$ cat config.mk
export PLATFORM = sky130hd
export DESIGN_NAME = snes_pad_responder_flat
export DESIGN_NICKNAME = d
export VERILOG_FILES = /design/src/rtl/snes_pad_responder_if.sv /design/src/rtl/snes_pad_responder.sv /design/src/flat_wrapper.sv
export SDC_FILE = /design/constraint.sdc
export NUM_CORES = 1
export LEC_CHECK = 0
export BUFFER_PORTS_ARGS = -buffer_cell sky130_fd_sc_hd__buf_4
export CORE_MARGIN = 3
export CORE_UTILIZATION = 54
export CTS_BUF_LIST = sky130_fd_sc_hd__clkbuf_16
export DETAILED_ROUTE_END_ITERATION = 8
export GPL_TIMING_DRIVEN = 0
export PLACE_DENSITY = 0.78
export RECOVER_POWER = 25
export SETUP_SLACK_MARGIN = 0.2
export SYNTH_ARGS = -nofsm -noshare
export SYNTH_HDL_FRONTEND = slang
export SYNTH_SLANG_ARGS = --single-unit
$ cat constraint.sdc
create_clock -name clk -period 2.45 [get_ports clk]
set_clock_uncertainty 0.15 [all_clocks]
set_input_delay 0.3675 -clock clk [delete_from_list [all_inputs] [get_ports clk]]
set_output_delay 0.3675 -clock clk [all_outputs]
set_load 0.01 [all_outputs]
$ cat src/rtl/snes_pad_responder_if.sv
// Pad-side bus of the SNES pad responder: host wires, button word and frame status.
// turbo_mask exists only when SNES_PAD_TURBO_EN is defined.
interface snes_pad_responder_if;
    logic [15:0] buttons;
    logic        latch;
    logic        pulse;
    logic        data;
    logic        busy;
    logic [4:0]  bit_count;
    logic        frame_done;
`ifdef SNES_PAD_TURBO_EN
    logic [15:0] turbo_mask;

    modport master (
        output buttons, latch, pulse, turbo_mask,
        input  data, busy, bit_count, frame_done
    );
    modport slave (
        input  buttons, latch, pulse, turbo_mask,
        output data, busy, bit_count, frame_done
    );
`else
    modport master (
        output buttons, latch, pulse,
        input  data, busy, bit_count, frame_done
    );
    modport slave (
        input  buttons, latch, pulse,
        output data, busy, bit_count, frame_done
    );
`endif
endinterface

$ cat src/rtl/snes_pad_responder.sv
// Emulates an SNES pad: serialises a 16-bit active-high button word as active-low data on pulse rises.
// Optional turbo masking on alternate frames when SNES_PAD_TURBO_EN is defined.
module snes_pad_responder #(
    parameter int SYNC_STAGES = 2,
    parameter int NUM_BITS    = 16
) (
    input  logic                 clk,
    input  logic                 rst_btn,
    snes_pad_responder_if.slave  pad
);
    typedef enum logic [1:0] {IDLE, LOAD, SHIFT, PARK} state_t;

    localparam logic [4:0] LAST_BIT = 5'(NUM_BITS - 1);

    state_t                 state;
    state_t                 state_next;
    logic [SYNC_STAGES-1:0] latch_sync;
    logic [SYNC_STAGES-1:0] pulse_sync;
    logic                   latch_d;
    logic                   pulse_d;
    logic                   latch_rise;
    logic                   latch_fall;
    logic                   pulse_rise;
    logic                   shift_take;
    logic [15:0]            load_val;
    logic [15:0]            shreg;
    logic [4:0]             count;
    logic                   done;
    logic                   data_out;
    logic                   busy_out;

    // Input conditioning: synchroniser chains plus one edge-detect flop
    always_ff @(posedge clk or negedge rst_btn) begin
        if (!rst_btn) begin
            latch_sync <= '0;
            pulse_sync <= '0;
            latch_d    <= 1'b0;
            pulse_d    <= 1'b0;
        end else begin
            latch_sync <= {latch_sync[SYNC_STAGES-2:0], pad.latch};
            pulse_sync <= {pulse_sync[SYNC_STAGES-2:0], pad.pulse};
            latch_d    <= latch_sync[SYNC_STAGES-1];
            pulse_d    <= pulse_sync[SYNC_STAGES-1];
        end
    end

    assign latch_rise = latch_sync[SYNC_STAGES-1] & ~latch_d;
    assign latch_fall = ~latch_sync[SYNC_STAGES-1] & latch_d;
    assign pulse_rise = pulse_sync[SYNC_STAGES-1] & ~pulse_d;

`ifdef SNES_PAD_TURBO_EN
    logic parity;
    logic parity_next;

    // Parity flips on the latch rise itself, so the frame being loaded already sees its new parity
    assign parity_next = parity ^ latch_rise;
    assign load_val    = pad.buttons & ~(pad.turbo_mask & {16{parity_next}});

    always_ff @(posedge clk or negedge rst_btn) begin
        if (!rst_btn) parity <= 1'b0;
        else          parity <= parity_next;
    end
`else
    assign load_val = pad.buttons;
`endif

    always_ff @(posedge clk or negedge rst_btn) begin
        if (!rst_btn) state <= IDLE;
        else          state <= state_next;
    end

    // A latch rise overrides everything, including a same-cycle pulse rise
    always_comb begin
        state_next = state;
        if (latch_rise) begin
            state_next = LOAD;
        end else begin
            case (state)
                LOAD:    if (latch_fall) state_next = SHIFT;
                SHIFT:   if (pulse_rise && count == LAST_BIT) state_next = PARK;
                default: state_next = state;
            endcase
        end
    end

    always_comb begin
        data_out = 1'b1;
        busy_out = 1'b0;
        case (state)
            IDLE:  begin data_out = 1'b1;         busy_out = 1'b0; end
            LOAD:  begin data_out = ~load_val[0]; busy_out = 1'b1; end
            SHIFT: begin data_out = ~shreg[0];    busy_out = 1'b1; end
            PARK:  begin data_out = 1'b0;         busy_out = 1'b0; end
            default: begin data_out = 1'b1;       busy_out = 1'b0; end
        endcase
    end

    assign shift_take = (state == SHIFT) && pulse_rise && !latch_rise;

    always_ff @(posedge clk or negedge rst_btn) begin
        if (!rst_btn) begin
            shreg <= '0;
            count <= '0;
            done  <= 1'b0;
        end else begin
            done <= 1'b0;
            if (state_next == LOAD) begin
                shreg <= load_val;
                count <= '0;
            end else if (shift_take) begin
                shreg <= {1'b1, shreg[15:1]};
                count <= count + 5'd1;
                if (count == LAST_BIT) done <= 1'b1;
            end
        end
    end

    assign pad.data       = data_out;
    assign pad.busy       = busy_out;
    assign pad.bit_count  = count;
    assign pad.frame_done = done;
endmodule
$ cat src/flat_wrapper.sv
// flat-port wrapper written by rule: the top's interface ports become plain ports
module snes_pad_responder_flat 
#(
    parameter int SYNC_STAGES = 2,
    parameter int NUM_BITS    = 16
)
  (clk, rst_btn, pad_buttons, pad_latch, pad_pulse, pad_data, pad_busy, pad_bit_count, pad_frame_done);
  snes_pad_responder_if pad_i ();
  input  logic clk;
  input  logic rst_btn;
  input wire logic [$bits(pad_i.buttons)-1:0] pad_buttons;
  input wire logic [$bits(pad_i.latch)-1:0] pad_latch;
  input wire logic [$bits(pad_i.pulse)-1:0] pad_pulse;
  output wire logic [$bits(pad_i.data)-1:0] pad_data;
  output wire logic [$bits(pad_i.busy)-1:0] pad_busy;
  output wire logic [$bits(pad_i.bit_count)-1:0] pad_bit_count;
  output wire logic [$bits(pad_i.frame_done)-1:0] pad_frame_done;
  assign pad_i.buttons = pad_buttons;
  assign pad_i.latch = pad_latch;
  assign pad_i.pulse = pad_pulse;
  assign pad_data = pad_i.data;
  assign pad_busy = pad_i.busy;
  assign pad_bit_count = pad_i.bit_count;
  assign pad_frame_done = pad_i.frame_done;
  snes_pad_responder #(.SYNC_STAGES(SYNC_STAGES), .NUM_BITS(NUM_BITS)) u_core (.clk(clk), .rst_btn(rst_btn), .pad(pad_i));
endmodule
After elaboration in Yosys (flattened, before gate mapping)
Index checks and enable logic that the tools add are counted.

word-level totals
  bits in registers = 30
  output and inout port bits = 8
  word-level logic and storage cells = 43

cells by class
  add/sub/neg operators = 1
  eq/ne operators = 5
  multiplexer cells = 13
  bitwise operators = 8
  reduce and logical (&&, ||, !) cells = 8

operator list
  kind                                                              count
  16-bit 2-to-1 mux                                                 2
  5-bit 2-to-1 mux                                                  2
  2-bit 2-to-1 mux                                                  3
  5-bit by 1-bit adder with 5-bit output (second input constant)    1
  5-bit by 4-bit == test with 1-bit output (second input constant)  1
  1-bit inverter                                                    5
  2-bit by 1-bit == test with 1-bit output (second input constant)  2
  2-bit == test (second input constant)                             2
  1-bit one-hot mux with 4 select lines                             1
  2-bit one-hot mux with 2 select lines                             1
  2-bit OR reduction                                                2
  1-bit AND                                                         3
  1-bit logical AND                                                 3
  1-bit 2-to-1 mux                                                  3
  2-bit logical NOT                                                 1
  1-bit one-hot mux with 2 select lines                             1
  2-bit nonzero test                                                1
  1-bit logical NOT                                                 1

Depth between registers and ports, before layout
  depth after elaboration = 8
  depth in mapped cells = 8
  gate-level depth less buffers = 7

Least setup slack after synthesis
OpenSTA, ideal clock, no wires.

  path kind = register -> register
  start = register u_core.state[0]
  end = register u_core.shreg[4]
  arrival time = 1.805 ns
  required time = 2.175 ns
  setup slack = 0.370 ns
  cell stages (with the launch flop) = 8
  path buffers = 1
  path through = dfrtp_1 inv_1 ha_1 nand3b_2 nor2_1 clkbuf_8 mux2_2 mux2_4

on the way
  cells in the longest elaborated chain, start to end = 5
  elaborated cells between the ends (all ways) = 11

RTL lines
  what                                                            RTL line                                            text
  start, declared                                                 snes_pad_responder.sv:15                            state_t state;
  start signal, assigned                                          snes_pad_responder.sv:69                            else state <= state_next;
  2-bit == test, or another cell as far along                     snes_pad_responder.sv:78, snes_pad_responder.sv:98
  2-bit one-hot mux with 2 select lines                           snes_pad_responder.sv:78                            case (state)
  2-bit 2-to-1 mux                                                snes_pad_responder.sv:75                            if (latch_rise) begin
  2-bit by 1-bit == test with 1-bit output                        snes_pad_responder.sv:107                           if (state_next == LOAD) begin
  16-bit 2-to-1 mux / 2-bit nonzero test (equally long branches)  n/a
  end signal, assigned                                            snes_pad_responder.sv:108                           shreg <= load_val;
  end signal, assigned                                            snes_pad_responder.sv:111                           shreg <= {1'b1, shreg[15:1]};
  end, declared                                                   snes_pad_responder.sv:26                            logic [15:0] shreg;

Several ways; a longest one is shown, not always the timed one.
A chain may end at the register's enable or synchronous reset.

Worst setup path after layout
  start = register u_core.state[0]
  end = register u_core.shreg[14]

The elaborated chain is that of the path after synthesis.

==> flow_summary.yaml <==
synth:
  syn-num-nets: 138
  syn_inst: 113
  async_reset_ff_share_pct: 100.0
  ys_warn_count: 0
  synthesis.area_sq_um: 1533
  synth_cell_types: 28
  synth-seq-cells: 30
  synth_ff_type: "dfrtp_1"
  synth_edf_count: 0
  yosysSeqAreaShare_pct: 48.98
  synth_area_per_cell_sq_um: 13.56
drt:
  num_vias: 999
  drt_wl_total_um: 2783
  drc: 0
  antenna_left: 0
  avgViaCountPerCell: 5.314
  drt_iter0_drc: 43
  wl_per_cell_um: 14.80
  dr.pass1.iters: 4
clocking:
  cts_made_buffers: 5
  cts.sinks: 30
  clockBufferDepth: 2
  path_clk_slew_ns: 0.05
  cts-root-buf: "clkbuf_16"
  htreeDepth: 2
  cts_tree: "yes"
  clk-insertion-delay-late_ns: 0.27
status:
  status: "completed"
placement:
  dp_hpwl_um: 1895
  pre_cts_ws_ns: 0.1321
  dpl.cell_count: 170
  gp_congestion: 0.7655
  io_buffers: 27
  placed_area_sq_um: 1773
layout:
  final_nets: 182
  final_core_util_pct: 78.45
  stdcell_count: 188
  stdcell_area_sq_um: 2032
  n_antenna_cell: 0
  final_layout_size_suffix_gt1_share_pct: 53.80
  final_cell_mix: "30 x buf_4, 30 x dfrtp_1, 16 x mux2_2"
  area_growth_pct: 32.57
worst_setup_path:
  cpMostUsedCell: "buf_6"
  arrival_ns: 2.19
  critPathBufInv: 3
  path_cells: "inv_1 > ha_2 > nand2b_1 > a21oi_1 > o311ai_4 > buf_6 > buf_6 > mux2_4"
  r2r_setup_slack_ns: 0.26
  critical-path-slowest-cell: "dfrtp_1"
  startpoint_type: "register"
  cpLargestDelayFamily: "buffers and inverters"
  crit_end: "u_core.shreg[14]"
  cp-end-kind: "register"
  critPathMaxStageDelay_ns: 0.40
  cp_max_fo: 6
  required_ns: 2.45
  worstSetupPathDepth: 8
  crit_start: "u_core.state[0]"
  worstReg2RegStart: "u_core.state[0]"
  crit_type: "reg -> reg"
  rr_worst_depth: 8
  reg2reg_to: "u_core.shreg[14]"
timing:
  tns_ns: 0
  rsz0062_at_grt: "no"
  drv_slew: 0
  worst_pin_slew_ns: 0.7260
  fmax_ghz: 0.4576
  min_period_ns: 2.185
  maxSlewHeadroom_pct: 51.60
  final.period_utilization_pct: 89.20
  whs_ns: 0.07398
  setup_violations: 0
  final-hold-violation-count: 0
  fin_ws_ns: 0.2647
global_routing:
  grt_max_degree: 31
  grt_pass1_wl_um: 4319
  grt_use_total_pct: 17.38
  gr-total-overflow: 0
  antenna_found_initial: 0
  first_global_vias: 997
floorplanning:
  dieHeight_um: 59.28
  die_w_um: 59.28
  rows: 18
  die_area_sq_um: 3514
  initial_core_util_pct: 59.18
  io-pin-count: 28
  coreArea_sq_um: 2590
flow_run:
  drv_cap: 0
power_and_ir_drop:
  power.leakage_nw: 1.011
  ir_drop_uv: 1128
  power_mw: 2.399
  p_per_area_nw_per_um2: 1181
worst_hold_path:
  hold_path_class: "in -> reg"
[metal layers]
layer / global-route usage [%] / wire [um]
met1: 18.91 / 1184
met5: 0 / 0
met2: 29.17 / 1411
met3: 7.407 / 143
met4: 7.767 / 44
[flip-flops by register name, indices dropped and copies added, names as in the netlist]
name                   count
u_core.latch_sync          2
u_core.state               2
u_core.pad.frame_done      1
u_core.pulse_sync          2
u_core.pulse_d             1
u_core.pad.bit_count       5
u_core.shreg              16
u_core.latch_d             1
[synthesized netlist by cell type (2+ instances only)]
cell type	n	share of area, %
nand2_1	3	0.73
and2_1	4	1.6
ha_1	5	4.1
dfrtp_1	30	49
o21ai_0	2	0.65
a21boi_0	2	0.98
mux2i_1	3	2.0
xor2_1	3	1.7
and3_1	2	0.82
nand2b_1	2	0.82
nor2_1	4	0.98
mux2_4	12	12
inv_1	7	1.7
buf_6	3	2.2
a21oi_1	2	0.65
mux2_2	16	12
nor3_1	2	0.65
[worst reg2reg max path, stage by stage (launching register included)]
cell and delay, ns:
dfrtp_1 0.40, inv_1 0.15, ha_2 0.25, nand2b_1 0.12, a21oi_1 0.11, o311ai_4 0.28, buf_6 0.17, buf_6 0.14
mux2_4 0.30
[final cells by class]
class                      count  area (sq um)
buffer                         4         47.55
clock buffer                   5         125.1
clock inverter                 3         16.27
fill                         158         558.0
inverter                       7         26.28
multi-input combinational     72         745.7
sequential                    30         750.7
tap                           30         37.54
timing repair buffer          37         282.8
[report_power, final]
part	switching (mW)	internal, mW
Combinational	0.416	0.667
Clock	0.198	0.369
Sequential	0.0872	0.663
[kinds of logic (layout without fill, tap and decap cells)]
group,after synthesis,after routing,share of synthesized area [%]
compound gates,11,11,6.694
xor+xnor,3,3,1.715
fa+ha+maj,5,5,4.082
buf+inv,11,56,4.816
flops,30,30,48.98
mux,31,31,25.47
simple gates,22,22,8.244
[worst min-delay path by stage]
stage / start / endpoint / slack, ns / cells after the start
5_1_grt: pad_latch / u_core.latch_sync[0] / 0.06 / 1
6_report: pad_latch / u_core.latch_sync[0] / 0.07 / 1
3_5_place_dp: rst_btn / u_core.pad.bit_count[2] / 0.16 / 1
4_1_cts: pad_latch / u_core.latch_sync[0] / 0.05 / 1
2_1_floorplan: rst_btn / u_core.latch_d / -0.08 / 0
3_3_place_gp: rst_btn / u_core.pad.bit_count[2] / 0.16 / 1
[timing repair]
action | in CTS | in global routing
setup endpoints to repair | 13 | 13
cloned | 0 | 2
hold endpoints to repair | 30 | 0
gates resized for setup | 1 | 11
hold buffers | 1 | 0
pin swaps | 0 | 4
setup buffers | 0 | 7
No activity file was read; power rests on OpenSTA's default activity.
